<file path="config.mk">
export PLATFORM = sky130hd
export DESIGN_NAME = pcie_drp_sequencer
export DESIGN_NICKNAME = d
export VERILOG_FILES = /design/src/rtl/pcie_drp_sequencer.sv
export SDC_FILE = /design/constraint.sdc
export NUM_CORES = 1
export LEC_CHECK = 0
export ABC_AREA = 0
export BUFFER_PORTS_ARGS = -buffer_cell sky130_fd_sc_hd__buf_2
export CAP_MARGIN = 10
export CORE_UTILIZATION = 35
export CTS_CLUSTER_SIZE = 8
export DETAILED_ROUTE_END_ITERATION = 10
export PLACE_DENSITY_LB_ADDON = 0.12
export SLEW_MARGIN = 15
export SYNTH_ARGS = -nofsm -noshare
export SYNTH_HDL_FRONTEND = slang
export SYNTH_SLANG_ARGS = --single-unit
</file>
<file path="constraint.sdc">
create_clock -name clk -period 2.3 [get_ports clk]
set_input_delay 0.46 -clock clk [delete_from_list [all_inputs] [get_ports clk]]
set_output_delay 0.46 -clock clk [all_outputs]
set_load 0.05 [all_outputs]
</file>
<file path="src/rtl/pcie_drp_sequencer.sv">
// pcie_drp_sequencer: round-robin DRP access engine for the PCIE_2_1 hard block.
// Latency: read grant at t0, drp_en at t0+1, response the cycle after drp_rdy; RMW adds a write phase.
// Backpressure: one transaction in flight; the response is held until rsp_ready and no new grant is made until then.
// Ports: clk/sys_rst_n; req_* per-channel request bundle (valid/ready/op/addr/wdata/mask, channel-packed);
//        rsp_* shared response (valid/ready/ch/data/err); drp_* DRP master; busy = FSM not idle.
module pcie_drp_sequencer #(
  parameter  int ADDR_W  = 9,
  parameter  int DATA_W  = 16,
  parameter  int N_CH    = 2,
  parameter  int TIMEOUT = 64,
  localparam int CH_W    = (N_CH > 1) ? $clog2(N_CH) : 1
) (
  input  logic                   clk,
  input  logic                   sys_rst_n,
  input  logic [N_CH-1:0]        req_valid,
  output logic [N_CH-1:0]        req_ready,
  input  logic [2*N_CH-1:0]      req_op,
  input  logic [ADDR_W*N_CH-1:0] req_addr,
  input  logic [DATA_W*N_CH-1:0] req_wdata,
  input  logic [DATA_W*N_CH-1:0] req_mask,
  output logic                   rsp_valid,
  input  logic                   rsp_ready,
  output logic [CH_W-1:0]        rsp_ch,
  output logic [DATA_W-1:0]      rsp_data,
  output logic                   rsp_err,
  output logic                   drp_en,
  output logic                   drp_we,
  output logic [ADDR_W-1:0]      drp_addr,
  output logic [DATA_W-1:0]      drp_di,
  input  logic [DATA_W-1:0]      drp_do,
  input  logic                   drp_rdy,
  output logic                   busy
);

  localparam int CNT_W = $clog2(TIMEOUT + 1);
  localparam logic [1:0] OP_RD  = 2'b00;
  localparam logic [1:0] OP_WR  = 2'b01;
  localparam logic [1:0] OP_RMW = 2'b10;

  typedef enum logic [2:0] {IDLE, RD_EN, RD_WAIT, WR_EN, WR_WAIT, RESP} state_t;

  state_t              state_q, state_d;
  logic [CH_W-1:0]     rr_q, rr_d;
  logic [CNT_W-1:0]    cnt_q, cnt_d;
  logic [1:0]          op_q, op_d;
  logic [ADDR_W-1:0]   addr_q, addr_d;
  logic [DATA_W-1:0]   wdata_q, wdata_d;
  logic [DATA_W-1:0]   mask_q, mask_d;
  logic                rsp_valid_q, rsp_valid_d;
  logic [CH_W-1:0]     rsp_ch_q, rsp_ch_d;
  logic [DATA_W-1:0]   rsp_data_q, rsp_data_d;
  logic                rsp_err_q, rsp_err_d;
  logic                drp_en_q, drp_en_d;
  logic                drp_we_q, drp_we_d;
  logic [ADDR_W-1:0]   drp_addr_q, drp_addr_d;
  logic [DATA_W-1:0]   drp_di_q, drp_di_d;

  // Arbiter: first valid channel at or after the round-robin pointer, with its request fields.
  logic                gnt_found;
  logic [CH_W-1:0]     gnt_idx, cand;
  logic [1:0]          sel_op;
  logic [ADDR_W-1:0]   sel_addr;
  logic [DATA_W-1:0]   sel_wdata, sel_mask;
  logic [CNT_W-1:0]    cnt_inc;
  logic                timeout_hit;
  logic [DATA_W-1:0]   merged;

  always_comb begin
    gnt_found = 1'b0;
    gnt_idx   = '0;
    cand      = '0;
    sel_op    = '0;
    sel_addr  = '0;
    sel_wdata = '0;
    sel_mask  = '0;
    for (int i = 0; i < N_CH; i++) begin
      cand = (rr_q + CH_W'(i) >= CH_W'(N_CH)) ? rr_q + CH_W'(i) - CH_W'(N_CH) : rr_q + CH_W'(i);
      if (!gnt_found && req_valid[cand]) begin
        gnt_found = 1'b1;
        gnt_idx   = cand;
      end
    end
    for (int i = 0; i < N_CH; i++) begin
      if (gnt_idx == CH_W'(i)) begin
        sel_op    = req_op[2*i +: 2];
        sel_addr  = req_addr[ADDR_W*i +: ADDR_W];
        sel_wdata = req_wdata[DATA_W*i +: DATA_W];
        sel_mask  = req_mask[DATA_W*i +: DATA_W];
      end
    end
  end

  // Accept strobe is combinational so the request is taken in the grant cycle itself.
  always_comb begin
    req_ready = '0;
    if (state_q == IDLE && gnt_found && sys_rst_n) req_ready[gnt_idx] = 1'b1;
  end

  assign cnt_inc     = cnt_q + CNT_W'(1);
  assign timeout_hit = (cnt_inc == CNT_W'(TIMEOUT));
  assign merged      = (drp_do & ~mask_q) | (wdata_q & mask_q);

  always_comb begin
    state_d     = state_q;
    rr_d        = rr_q;
    cnt_d       = cnt_q;
    op_d        = op_q;
    addr_d      = addr_q;
    wdata_d     = wdata_q;
    mask_d      = mask_q;
    rsp_valid_d = rsp_valid_q;
    rsp_ch_d    = rsp_ch_q;
    rsp_data_d  = rsp_data_q;
    rsp_err_d   = rsp_err_q;
    drp_en_d    = 1'b0;
    drp_we_d    = 1'b0;
    drp_addr_d  = drp_addr_q;
    drp_di_d    = drp_di_q;
    unique case (state_q)
      IDLE: begin
        if (gnt_found) begin
          rsp_ch_d = gnt_idx;
          op_d     = sel_op;
          addr_d   = sel_addr;
          wdata_d  = sel_wdata;
          mask_d   = sel_mask;
          rr_d     = (gnt_idx == CH_W'(N_CH - 1)) ? '0 : gnt_idx + CH_W'(1);
          cnt_d    = '0;
          if (sel_op == OP_RD || sel_op == OP_RMW) begin
            state_d    = RD_EN;
            drp_en_d   = 1'b1;
            drp_addr_d = sel_addr;
          end else if (sel_op == OP_WR) begin
            state_d    = WR_EN;
            drp_en_d   = 1'b1;
            drp_we_d   = 1'b1;
            drp_addr_d = sel_addr;
            drp_di_d   = sel_wdata;
          end else begin
            // Reserved op: straight to an error response, DRP untouched.
            state_d     = RESP;
            rsp_valid_d = 1'b1;
            rsp_err_d   = 1'b1;
            rsp_data_d  = '0;
          end
        end
      end
      RD_EN: state_d = RD_WAIT;
      RD_WAIT: begin
        cnt_d = cnt_inc;
        if (drp_rdy) begin
          if (op_q == OP_RMW) begin
            state_d    = WR_EN;
            wdata_d    = merged;
            cnt_d      = '0;
            drp_en_d   = 1'b1;
            drp_we_d   = 1'b1;
            drp_addr_d = addr_q;
            drp_di_d   = merged;
          end else begin
            state_d     = RESP;
            rsp_valid_d = 1'b1;
            rsp_err_d   = 1'b0;
            rsp_data_d  = drp_do;
          end
        end else if (timeout_hit) begin
          state_d     = RESP;
          rsp_valid_d = 1'b1;
          rsp_err_d   = 1'b1;
          rsp_data_d  = '0;
        end
      end
      WR_EN: state_d = WR_WAIT;
      WR_WAIT: begin
        cnt_d = cnt_inc;
        if (drp_rdy || timeout_hit) begin
          state_d     = RESP;
          rsp_valid_d = 1'b1;
          rsp_err_d   = !drp_rdy;
          rsp_data_d  = drp_rdy ? wdata_q : '0;
        end
      end
      RESP: begin
        if (rsp_ready) begin
          state_d     = IDLE;
          rsp_valid_d = 1'b0;
        end
      end
      default: state_d = IDLE;
    endcase
  end

  always_ff @(posedge clk or negedge sys_rst_n) begin
    if (!sys_rst_n) begin
      state_q     <= IDLE;
      rr_q        <= '0;
      cnt_q       <= '0;
      op_q        <= '0;
      addr_q      <= '0;
      wdata_q     <= '0;
      mask_q      <= '0;
      rsp_valid_q <= 1'b0;
      rsp_ch_q    <= '0;
      rsp_data_q  <= '0;
      rsp_err_q   <= 1'b0;
      drp_en_q    <= 1'b0;
      drp_we_q    <= 1'b0;
      drp_addr_q  <= '0;
      drp_di_q    <= '0;
    end else begin
      state_q     <= state_d;
      rr_q        <= rr_d;
      cnt_q       <= cnt_d;
      op_q        <= op_d;
      addr_q      <= addr_d;
      wdata_q     <= wdata_d;
      mask_q      <= mask_d;
      rsp_valid_q <= rsp_valid_d;
      rsp_ch_q    <= rsp_ch_d;
      rsp_data_q  <= rsp_data_d;
      rsp_err_q   <= rsp_err_d;
      drp_en_q    <= drp_en_d;
      drp_we_q    <= drp_we_d;
      drp_addr_q  <= drp_addr_d;
      drp_di_q    <= drp_di_d;
    end
  end

  assign rsp_valid = rsp_valid_q;
  assign rsp_ch    = rsp_ch_q;
  assign rsp_data  = rsp_data_q;
  assign rsp_err   = rsp_err_q;
  assign drp_en    = drp_en_q;
  assign drp_we    = drp_we_q;
  assign drp_addr  = drp_addr_q;
  assign drp_di    = drp_di_q;
  assign busy      = (state_q != IDLE);

endmodule

</file>
# == Word level (Yosys, flattened, before mapping) ==
# Index checks and enable logic that the tools add are counted.
# word_totals
ff_bits,100
in_bits,108
out_inout_bits,49
elab_cells,142
# classes
n_addsub,3
magnitude_cmp,4
eq_ne,20
mux,74
n_bitwise,4
n_reduce_logical,22
# ops
operator,count
$mux W16,16
$pmux W16 S2,2
$mux W9,6
$pmux W16 S3,1
$and A16 B16 Y16,2
$mux W1,28
$mux W3,8
$mux W7,3
$pmux W7 S3,1
$pmux W3 S6,1
$pmux W9 S2,1
$not A16 Y16,1
$or A16 B16 Y16,1
$ne A2 B2 Y1 const B,7
$reduce_and A4 Y1,2
$reduce_and A8 Y1,1
$add A7 B1 Y7 const B,1
$eq A7 B7 Y1 const B,1
$reduce_and A7 Y1,1
$eq A3 B2 Y1 const B,2
$eq A3 B3 Y1 const B,2
$lt A1 B2 Y1 const B,3
$ne A3 B3 Y1 const B,2
$reduce_and A6 Y1,1
22 further kinds,33

# == Logic depth before layout (Yosys ltp) ==
# Gate-level depths: netlist of run 1.
# logic_depth
ltp_word,12
depth_mapped,9

# == Least setup slack after synthesis of run 1 ==
# Ideal clock, no wire load.
# synth_timing
path_type,input -> output
startpoint,input port req_valid[0]
endpoint,output port req_ready[0]
t_arrival_ps,1953
t_required_ps,1840
slack_ps,-113
cell_stages,7
n_path_buf,4
path_cell_list,buf_4 -> inv_2 -> o21ai_2 -> buf_6 -> clkbuf_1 -> clkbuf_1 -> and3_1
# synth_via
elab_chain_cells,11
word_cells_on_any_way,18
# synth_rtl
item,line_no,source
start: declaration,15,"input logic [N_CH-1:0] req_valid,"
$mux W1 (implied by the code) (2 in series),78,if (!gnt_found && req_valid[cand]) begin
$mux W1,78,
$logic_not A1 Y1,78,
$logic_and A1 B1 Y1,78,
$mux W1,78,
$lt A1 B2 Y1 (implied by the code) or $ge A1 B1 Y1 (tied branches),96,if (state_q == IDLE && gnt_found && sys_rst_n) req_ready[gnt_idx] = 1'b1;
$logic_and A1 B1 Y1 (implied by the code),96,
$mux W1 (implied by the code),96,
$demux W1 S1,96,
$mux W2 *,96,
end: declaration,16,"output logic [N_CH-1:0] req_ready,"
# Every way passes the cells marked *; elsewhere a longest branch is shown, timed or not. The select of a mux whose other input is x is not followed.

# == Worst setup path in the final report of run 1 ==
# layout_timing
startpoint,register rr_q
endpoint,output port req_ready[0]
# layout_via
elab_chain_cells,11
word_cells_on_any_way,19
# layout_rtl
item,line_no,source
start: declaration,43,"logic [CH_W-1:0] rr_q, rr_d;"
start signal: assignment,212,rr_q <= rr_d;
$mux W1 (implied by the code) (2 in series),78,
$mux W1,78,
$logic_not A1 Y1,78,
$logic_and A1 B1 Y1,78,
$mux W1,78,
$lt A1 B2 Y1 (implied by the code) or $ge A1 B1 Y1 (tied branches),96,
$logic_and A1 B1 Y1 (implied by the code),96,
$mux W1 (implied by the code),96,
$demux W1 S1,96,
$mux W2 *,96,
# Marks and branches as above.

==> impl_metrics.ini, run 1 <==
[status]
status = finished clean

[clocking]
cts_hold_buf = 0
root_buffer = clkbuf_16
numCtsBuffers = 9
cts_tree = yes
worstSkewPairLatency_ns = 0.35
cts_max_level = 3
clk_pin_slew_ns = 0.07
clk_path_buf_depth = 2
clock_sinks = 100

[setup_path]
worst-path-max-fanout = 24
regToRegSetupSlack_ns = 0.15
cp-start-kind = flip-flop
timing.rr.start = state_q[1]
critPathCaptureType = output pin
crit_arrival_ns = 1.75
r2r_end = rsp_data[15]
path_class = reg2out
ff2ff_path_depth = 7
crit_required_ns = 1.84

[logic_synthesis]
syn_area_per_cell_um2 = 9.85
ys_ff_latch = 100
netlist_instances = 513
synth_cell_types = 54
synth_area_um2 = 5050
yosysSeqAreaShare = 0.495
ys_warn_count = 0
synth-async-reset-ratio = 1.00
syn_nets = 623
synthFlopType = dfrtp_1
synth-edff-count = 0

[placement]
dpl.cell_count = 839
port_buffers = 156
dp_hpwl_mm = 10.4
place_congestion = 0.902
place_area_um2 = 6120

[finish]
drive_gt1_frac = 0.363
layout_common_cells = 153 x buf_2, 100 x dfrtp_1, 95 x nand2_1, 37 x nor2_1, 34 x a31oi_1
areaGrowthSynthToFinish_pct = 27.2
diodes = 0
final_area_um2 = 6430
final_common_cell = buf_2
fin_nets = 783
instances_no_fill = 857

[global_routing]
grt_busiest_layer = met2
grt_pass1_vias = 4476
gr-usage-met1 = 0.284
gr-usage-met2 = 0.316
grt_max_degree = 62
grt_pass1_wl_mm = 23.1
grt_antenna_before_repair = 0
grt_use_total = 0.205
grt-ovfl-total = 0
use_met3 = 0.0346

[detailed_routing]
ant_nets = 0
totalWireLength_mm = 14.5
drt_iter0_drc = 276
wl_per_cell_um = 16.9
vias = 4415
vias_per_cell = 5.15
dr.pass1.iters = 4
drcViolationCount = 0

[die]
dieWidth_um = 122
initial_utilization = 0.361
io_pins = 157
die_y_um = 122
core_um2 = 14000
rows = 43
die_area_um2 = 14900

[pwr]
power_mw = 9.47
p_leak_nw = 3.10
power.density_nw_per_um2 = 1470
ir_drop_mv = 0.603

[timing]
setup_viol = 0
slew-limit-headroom = 0.483
worst_pin_slew_ns = 0.776
drv_slew = 0
period_share = 0.962
hold_viol = 0
skew_ns = 0.00783
min_period_ns = 2.21
max_freq_mhz = 452

[flow_run]
maxCapViolCount = 0

[min_path]
hold_class = in2async
logic make-up after synthesis:
group | count (synthesis) | synth area share
AO/OA/AOI/OAI | 146 | 0.196
flip-flops | 100 | 0.495
adder cells (fa/ha/maj) | 2 | 0.00495
multiplexers | 45 | 0.104
buffers and inverters | 40 | 0.0376
XOR/XNOR | 2 | 0.00347
AND/OR/NAND/NOR | 178 | 0.158
synth_stat cells, types with 2 or more instances:
| library cell | instances | share of area |
|---|---|---|
| o21ai_2 | 2 | 0.0035 |
| nand3_1 | 4 | 0.0040 |
| a31oi_1 | 34 | 0.042 |
| a21oi_1 | 13 | 0.013 |
| buf_4 | 4 | 0.0059 |
| mux2i_1 | 12 | 0.024 |
| o31ai_1 | 2 | 0.0030 |
| and3_1 | 4 | 0.0049 |
| buf_2 | 5 | 0.0049 |
| inv_1 | 7 | 0.0052 |
| nand2b_1 | 3 | 0.0037 |
| a211oi_1 | 16 | 0.024 |
| o2bb2ai_1 | 16 | 0.028 |
| clkbuf_1 | 20 | 0.015 |
| nor4_1 | 2 | 0.0025 |
| o21ai_0 | 32 | 0.032 |
| ha_1 | 2 | 0.0049 |
| mux2_4 | 9 | 0.027 |
| nor2b_1 | 20 | 0.025 |
| o21ai_1 | 2 | 0.0020 |
| a22oi_1 | 16 | 0.024 |
| nor3_1 | 3 | 0.0030 |
| dfrtp_1 | 100 | 0.50 |
| nand2_1 | 96 | 0.071 |
| mux2_2 | 23 | 0.051 |
| nor2_1 | 37 | 0.027 |
| a21o_1 | 2 | 0.0030 |
routing by layer:
metal / vias up / share of wire
li1: 2154 / -
met1: 2097 / 0.48
met2: 143 / 0.44
met3: 21 / 0.057
met4: 0 / 0.022
met5: - / 0
where the power goes:
part           internal, mW  switching (mW)
logic                  1.65            3.21
registers              2.59           0.614
clock network         0.756           0.656
total                  5.00            4.48
what timing repair did:
action                                  4_1_cts  5_1_grt
gates resized for setup                       2        4
hold endpoints to repair                      0        0
cloned                                        0        1
endpoints found under the setup margin        2       19
buffers inserted                              0        2
pin swaps                                     1        1
layout make-up:
type / count / area [um2]
fill: 1372 / 7560
sequential: 100 / 2500
multi-input combinational: 374 / 2410
timing repair buffer: 180 / 993
clock buffer: 11 / 243
tap: 180 / 225
inverter: 8 / 30.0
clock inverter: 4 / 26.3
how the worst max path moves through the flow:
stage	start	to	slack, ns
final	rr_q	req_ready[0]	0.09
after global routing	cnt_q[0]	rsp_data[1]	-0.0008
after global placement	req_valid[0]	req_ready[0]	0.14
after floorplan	req_valid[0]	req_ready[0]	0.003
after CTS	state_q[0]	req_ready[0]	0.01
after detailed placement	req_valid[0]	req_ready[0]	0.12
sequential cells by signal (all words and copies together), names as in the netlist:
| name | count |
|---|---|
| rsp_ch | 1 |
| drp_we | 1 |
| drp_addr | 9 |
| op_q | 2 |
| drp_di | 16 |
| addr_q | 9 |
| rsp_valid | 1 |
| drp_en | 1 |
| state_q | 3 |
| rsp_err | 1 |
| wdata_q | 16 |
| mask_q | 16 |
| cnt_q | 7 |
| rsp_data | 16 |
| rr_q | 1 |
critical path: stages, from the launching register on:
cell and delay [ns]:
dfrtp_1 0.42, o21ai_4 0.21, buf_4 0.32, and3_2 0.23, clkbuf_4 0.22
per-stage QoR:
stage | utilization | worst slack (ns) | hold slack [ns] | setup TNS, ns
2_1_floorplan | - | 0.00331 | 0.164 | 0
3_3_place_gp | 0.437 | 0.135 | 0.454 | 0
4_1_cts | 0.457 | 0.0124 | 0.214 | 0
3_5_place_dp | 0.437 | 0.119 | 0.465 | 0
5_1_grt | 0.460 | -0.000797 | 0.263 | -0.000797
6_report | 0.460 | 0.0868 | 0.199 | 0
(Power assumes the default switching activity.)
==> run 2, diff against run 1 <==
--- a/config.mk
+++ b/config.mk
@@ -8,10 +8,13 @@
 export ABC_AREA = 0
 export BUFFER_PORTS_ARGS = -buffer_cell sky130_fd_sc_hd__buf_2
 export CAP_MARGIN = 10
+export CELL_PAD_IN_SITES_DETAIL_PLACEMENT = 1
+export CELL_PAD_IN_SITES_GLOBAL_PLACEMENT = 1
 export CORE_UTILIZATION = 35
 export CTS_CLUSTER_SIZE = 8
 export DETAILED_ROUTE_END_ITERATION = 10
 export PLACE_DENSITY_LB_ADDON = 0.12
+export SETUP_SLACK_MARGIN = 0.5
 export SLEW_MARGIN = 15
 export SYNTH_ARGS = -nofsm -noshare
 export SYNTH_HDL_FRONTEND = slang
==> run 2 against run 1 <==
  * Combinational power increased by 25%
  * Utilization increased by 6.2 points
  * Cell area increased by 13%
  * Critical path type unchanged
==> impl_metrics.ini, run 2 (synthesis results as in run 1) <==
[timing]
rsz0062_at_grt = yes
drv_slew = 0
min_period_ns = 2.13
worst_pin_slew_ns = 0.699
setup_tns_ns = 0
skew_ns = 0.0104
whs_ns = 0.233
setup_viol = 0
hold_viol = 0
timing.final.ws_setup_ns = 0.175
period_share = 0.924
slew-limit-headroom = 0.534
max_freq_mhz = 470

[flow_run]
maxCapViolCount = 0

[finish]
fin_nets = 812
areaGrowthSynthToFinish_pct = 44.3
instances_no_fill = 887
fillerInstances = 1602
utilization = 0.522
layout_common_cells = 152 x buf_2, 97 x dfrtp_1, 94 x nand2_1, 35 x nor2_1
multi_input_area_um2 = 2860
regArea_um2 = 2510
diodes = 0
final_common_cell = buf_2
drive_gt1_frac = 0.465

[clocking]
clock_sinks = 100
cts_tree = yes
worstSkewPairLatency_ns = 0.35
root_buffer = clkbuf_16
clk_pin_slew_ns = 0.07
cts_max_level = 3
numCtsBuffers = 9
clk_path_buf_depth = 2

[setup_path]
worst-path-max-fanout = 4
cpPeakStageDelay_ns = 0.43
critPathCaptureType = output pin
path_cells = nor3_4, inv_2, nor2_4, and3_4, buf_8
crit_required_ns = 1.84
crit_arrival_ns = 1.67
path_class = reg2out
cpMaxStageDelayCell = dfrtp_2
cp-start-kind = flip-flop

[detailed_routing]
dr.pass1.iters = 4
vias_per_cell = 5.34
drt_iter0_drc = 258
vias = 4734
drcViolationCount = 0
wl_per_cell_um = 20.0
totalWireLength_mm = 17.7
ant_nets = 0

[die]
core_um2 = 14000
io_pins = 157
dieWidth_um = 122
die_area_um2 = 14900
rows = 43
initial_utilization = 0.361
die_y_um = 122

[pwr]
switching_share = 0.473
power.density_nw_per_um2 = 1500
p_sw_mw = 5.18
seqPwrFrac = 0.302
ir_drop_mv = 0.471
power.internal_mw = 5.78
combPwrFrac = 0.553
p_leak_nw = 3.42
clkPwrFrac = 0.145

[placement]
place_congestion = 0.868
port_buffers = 156
dpl.cell_count = 836
dp_hpwl_mm = 11.6
dpl_worst_slack_ns = 0.176

[global_routing]
grt_pass1_vias = 4683
grt_antenna_before_repair = 0
grt_use_total = 0.236
grt_max_degree = 101
grt-ovfl-total = 0
grt_pass1_wl_mm = 26.1

[status]
status = finished clean

[min_path]
hold_class = in2async
[run 2: changes by cell type in the layout (fill, tap and decap cells not counted), moves of 7 or more]
cell / change
o2bb2ai_1: -15
buf_4: +7
buf_6: +10
mux2_4: +7
a211oi_1: -10
o2bb2ai_2: +15
mux2_2: -7
[run 2: worst paths after layout]
| check | cells after the start | end | start | slack [ns] |
|---|---|---|---|---|
| worst min-delay path | 2 | addr_q[1] | sys_rst_n | 0.23 |
| worst max-delay path | 5 | req_ready[0] | state_q[2] | 0.17 |
| worst min register to register | 2 | addr_q[4] | addr_q[4] | 0.48 |
| worst max register to register | 8 | drp_di[12] | rr_q | 0.31 |
| min in group clk | 3 | mask_q[8] | req_mask[8] | 0.36 |
| max in group asynchronous | 2 | cnt_q[0] | sys_rst_n | 1.61 |
[run 2: final cells by class]
| cell class | count | area share |
|---|---|---|
| sequential | 100 | 0.344 |
| inverter | 8 | 0.00412 |
| multi-input combinational | 377 | 0.392 |
| timing repair buffer | 206 | 0.188 |
| tap | 180 | 0.0309 |
| clock inverter | 6 | 0.00943 |
| clock buffer | 10 | 0.0328 |
[run 2: power groups by stage]
stage	sequential, mW	clock (mW)	combinational [mW]
after global routing	3.42	1.69	6.47
after floorplan	4.37	0	2.31
after CTS	3.26	1.61	5.71
final	3.32	1.59	6.06
after global placement	3.20	0	4.73
after detailed placement	3.23	0	4.86
[run 2: through the flow]
step           power [mW]  instance area [um2]
2_1_floorplan        6.69                 5130
4_1_cts              10.6                 7050
3_3_place_gp         7.93                 6130
3_5_place_dp         8.09                 6130
6_report             11.0                 7300
5_1_grt              11.6                 7300
[run 2: critical path, delay by kind of cell (launching register included)]
kind | cells | cell delay [ns]
and+or+nand+nor | 3 | 0.66
DFF | 1 | 0.43
buffers and inverters | 2 | 0.23
[run 2: timing repair]
item	4_1_cts	5_1_grt
setup buffers	22	5
pin swaps	14	6
gates cloned	6	2
endpoints found under the setup margin	65	77
hold buffers	0	0
resized for setup	72	40
[run 2: layer usage]
metal | vias to the layer above | GRT usage | routed length [um]
met5 | - | 0 | 0
met4 | 0 | 0.102 | 456
met3 | 24 | 0.0360 | 911
met2 | 154 | 0.368 | 8330
met1 | 2335 | 0.325 | 8000
li1 | 2221 | - | -
==> run 3, diff against run 2 <==
--- a/config.mk
+++ b/config.mk
@@ -14,6 +14,7 @@
 export CTS_CLUSTER_SIZE = 8
 export DETAILED_ROUTE_END_ITERATION = 10
 export PLACE_DENSITY_LB_ADDON = 0.12
+export REMOVE_ABC_BUFFERS = 1
 export SETUP_SLACK_MARGIN = 0.5
 export SLEW_MARGIN = 15
 export SYNTH_ARGS = -nofsm -noshare
==> run 3 against run 2 <==
  * First-iteration DRC count decreased by 12%
  * Largest power group unchanged
  * Worst setup slack improved by 0.041 ns
  * Global-route usage decreased by 0.097 points
  * Cell count increased by 0.79%
  * Maximum frequency increased by 2.0%
==> impl_metrics.ini, run 3 (synthesis results as in run 1) <==
[timing]
slew-limit-headroom = 0.635
setup_viol = 0
worst_pin_slew_ns = 0.547
min_period_ns = 2.08
timing.final.ws_setup_ns = 0.216
period_share = 0.906
max_freq_mhz = 480
drv_slew = 0
skew_ns = 0.00438
rsz0062_at_grt = yes
hold_viol = 0

[clocking]
numCtsBuffers = 9
clk_path_buf_depth = 2
clock_sinks = 100
cts_tree = yes
cts_hold_buf = 0
root_buffer = clkbuf_16
worstSkewPairLatency_ns = 0.35
clk_pin_slew_ns = 0.07
cts_max_level = 3

[setup_path]
cp-start-kind = flip-flop
ff2ff_path_depth = 9
crit_arrival_ns = 1.62
critPathCaptureType = output pin
path_class = reg2out
cpMaxStageDelayCell = dfrtp_1
critPathLaunch = state_q[0]
timing.rr.start = state_q[1]
regToRegSetupSlack_ns = 0.25
cpLargestDelayFamily = simple AND/OR/NAND/NOR gates
r2r_end = drp_di[7]
worst-path-max-fanout = 4
crit_required_ns = 1.84
cpPeakStageDelay_ns = 0.41
path_cells = nor3_4, inv_2, nor2_4, and3_4, buf_8
cp_num_buf_inv = 2

[finish]
drive_gt1_frac = 0.465
regArea_um2 = 2500
areaGrowthSynthToFinish_pct = 47.5
multi_input_area_um2 = 2940
diodes = 0
fin_nets = 819
final_common_cell = buf_2
layout_common_cells = 152 x buf_2, 98 x dfrtp_1, 94 x nand2_1, 34 x a31oi_1, 34 x buf_4
fillerInstances = 1579
final_area_um2 = 7460

[placement]
place_congestion = 0.840
dp_hpwl_mm = 11.0
place_area_um2 = 6170
dpl_worst_slack_ns = 0.137
port_buffers = 156

[global_routing]
grt_use_total = 0.235
grt-ovfl-total = 0
grt_antenna_before_repair = 0
grt_pass1_wl_mm = 26.4
grt_pass1_vias = 4916
grt_max_degree = 101

[min_path]
hold_class = in2async

[pwr]
ir_drop_mv = 0.714
power.density_nw_per_um2 = 1510
p_leak_nw = 3.53

[detailed_routing]
vias_per_cell = 5.29
drcViolationCount = 0
ant_nets = 0
drt_iter0_drc = 226
totalWireLength_mm = 17.7
wl_per_cell_um = 19.8
vias = 4732
dr.pass1.iters = 4

[die]
rows = 43
initial_utilization = 0.361
die_area_um2 = 14900
io_pins = 157
dieWidth_um = 122
core_um2 = 14000
die_y_um = 122

[status]
status = finished clean

[flow_run]
maxCapViolCount = 0
run 3: cell count changes in the layout (fill, tap and decap cells not counted), moves of 3 or more:
cell,before,now
buf_6,10,13
mux2_2,16,1
buf_4,31,34
buf_12,5,9
mux2_4,16,31
a211oi_1,6,10
a31oi_1,31,34
a211oi_4,5,1
a31oi_2,3,0
run 3: report_power, final:
group	switching [mW]	total (mW)	internal, mW
clock network	0.714	1.56	0.846
logic	3.90	6.49	2.59
registers	0.637	3.23	2.59
run 3: area by class of cell:
| type | count | area share |
|---|---|---|
| clock inverters | 6 | 0.00839 |
| flip-flops and latches | 100 | 0.336 |
| multi-input cells | 376 | 0.394 |
| clock buffers | 10 | 0.0307 |
| repair buffers | 214 | 0.197 |
| inverters | 8 | 0.00403 |
| well taps | 180 | 0.0302 |
run 3: metrics by stage:
step	hold WS [ns]	setup TNS (ns)	std cells	power [mW]	utilization
4_1_cts	0.244	0	877	10.6	0.499
6_report	0.204	0	894	11.3	0.533
3_3_place_gp	0.456	0	841	8.03	0.441
3_5_place_dp	0.470	0	841	8.19	0.441
2_1_floorplan	0.164	-27.07	481	6.49	-
5_1_grt	0.266	0	894	11.9	0.533
run 3: what timing repair did:
| item | CTS | global route |
|---|---|---|
| endpoints found under the setup margin | 56 | 69 |
| resized for setup | 60 | 72 |
| pin swaps | 19 | 12 |
| setup buffers | 14 | 15 |
| gates cloned | 6 | 2 |
run 3: metal layers:
| metal | wire, um | part of all wire | global-route usage | vias to the layer above |
|---|---|---|---|---|
| li1 | - | - | - | 2228 |
| met1 | 7590 | 0.43 | 0.291 | 2358 |
| met2 | 8810 | 0.50 | 0.404 | 128 |
| met3 | 1010 | 0.057 | 0.0646 | 18 |
| met4 | 264 | 0.015 | 0.0595 | 0 |
| met5 | 0 | 0 | 0 | - |
run 3: worst max path at each step:
| stage | slack (ns) | end | cells past startpoint |
|---|---|---|---|
| after floorplan | -0.66 | drp_di[0] | 6 |
| after global placement | 0.20 | drp_di[5] | 7 |
| after detailed placement | 0.14 | rsp_data[7] | 7 |
| after CTS | 0.25 | req_ready[1] | 5 |
| after global routing | 0.16 | req_ready[1] | 5 |
| final | 0.22 | req_ready[1] | 5 |
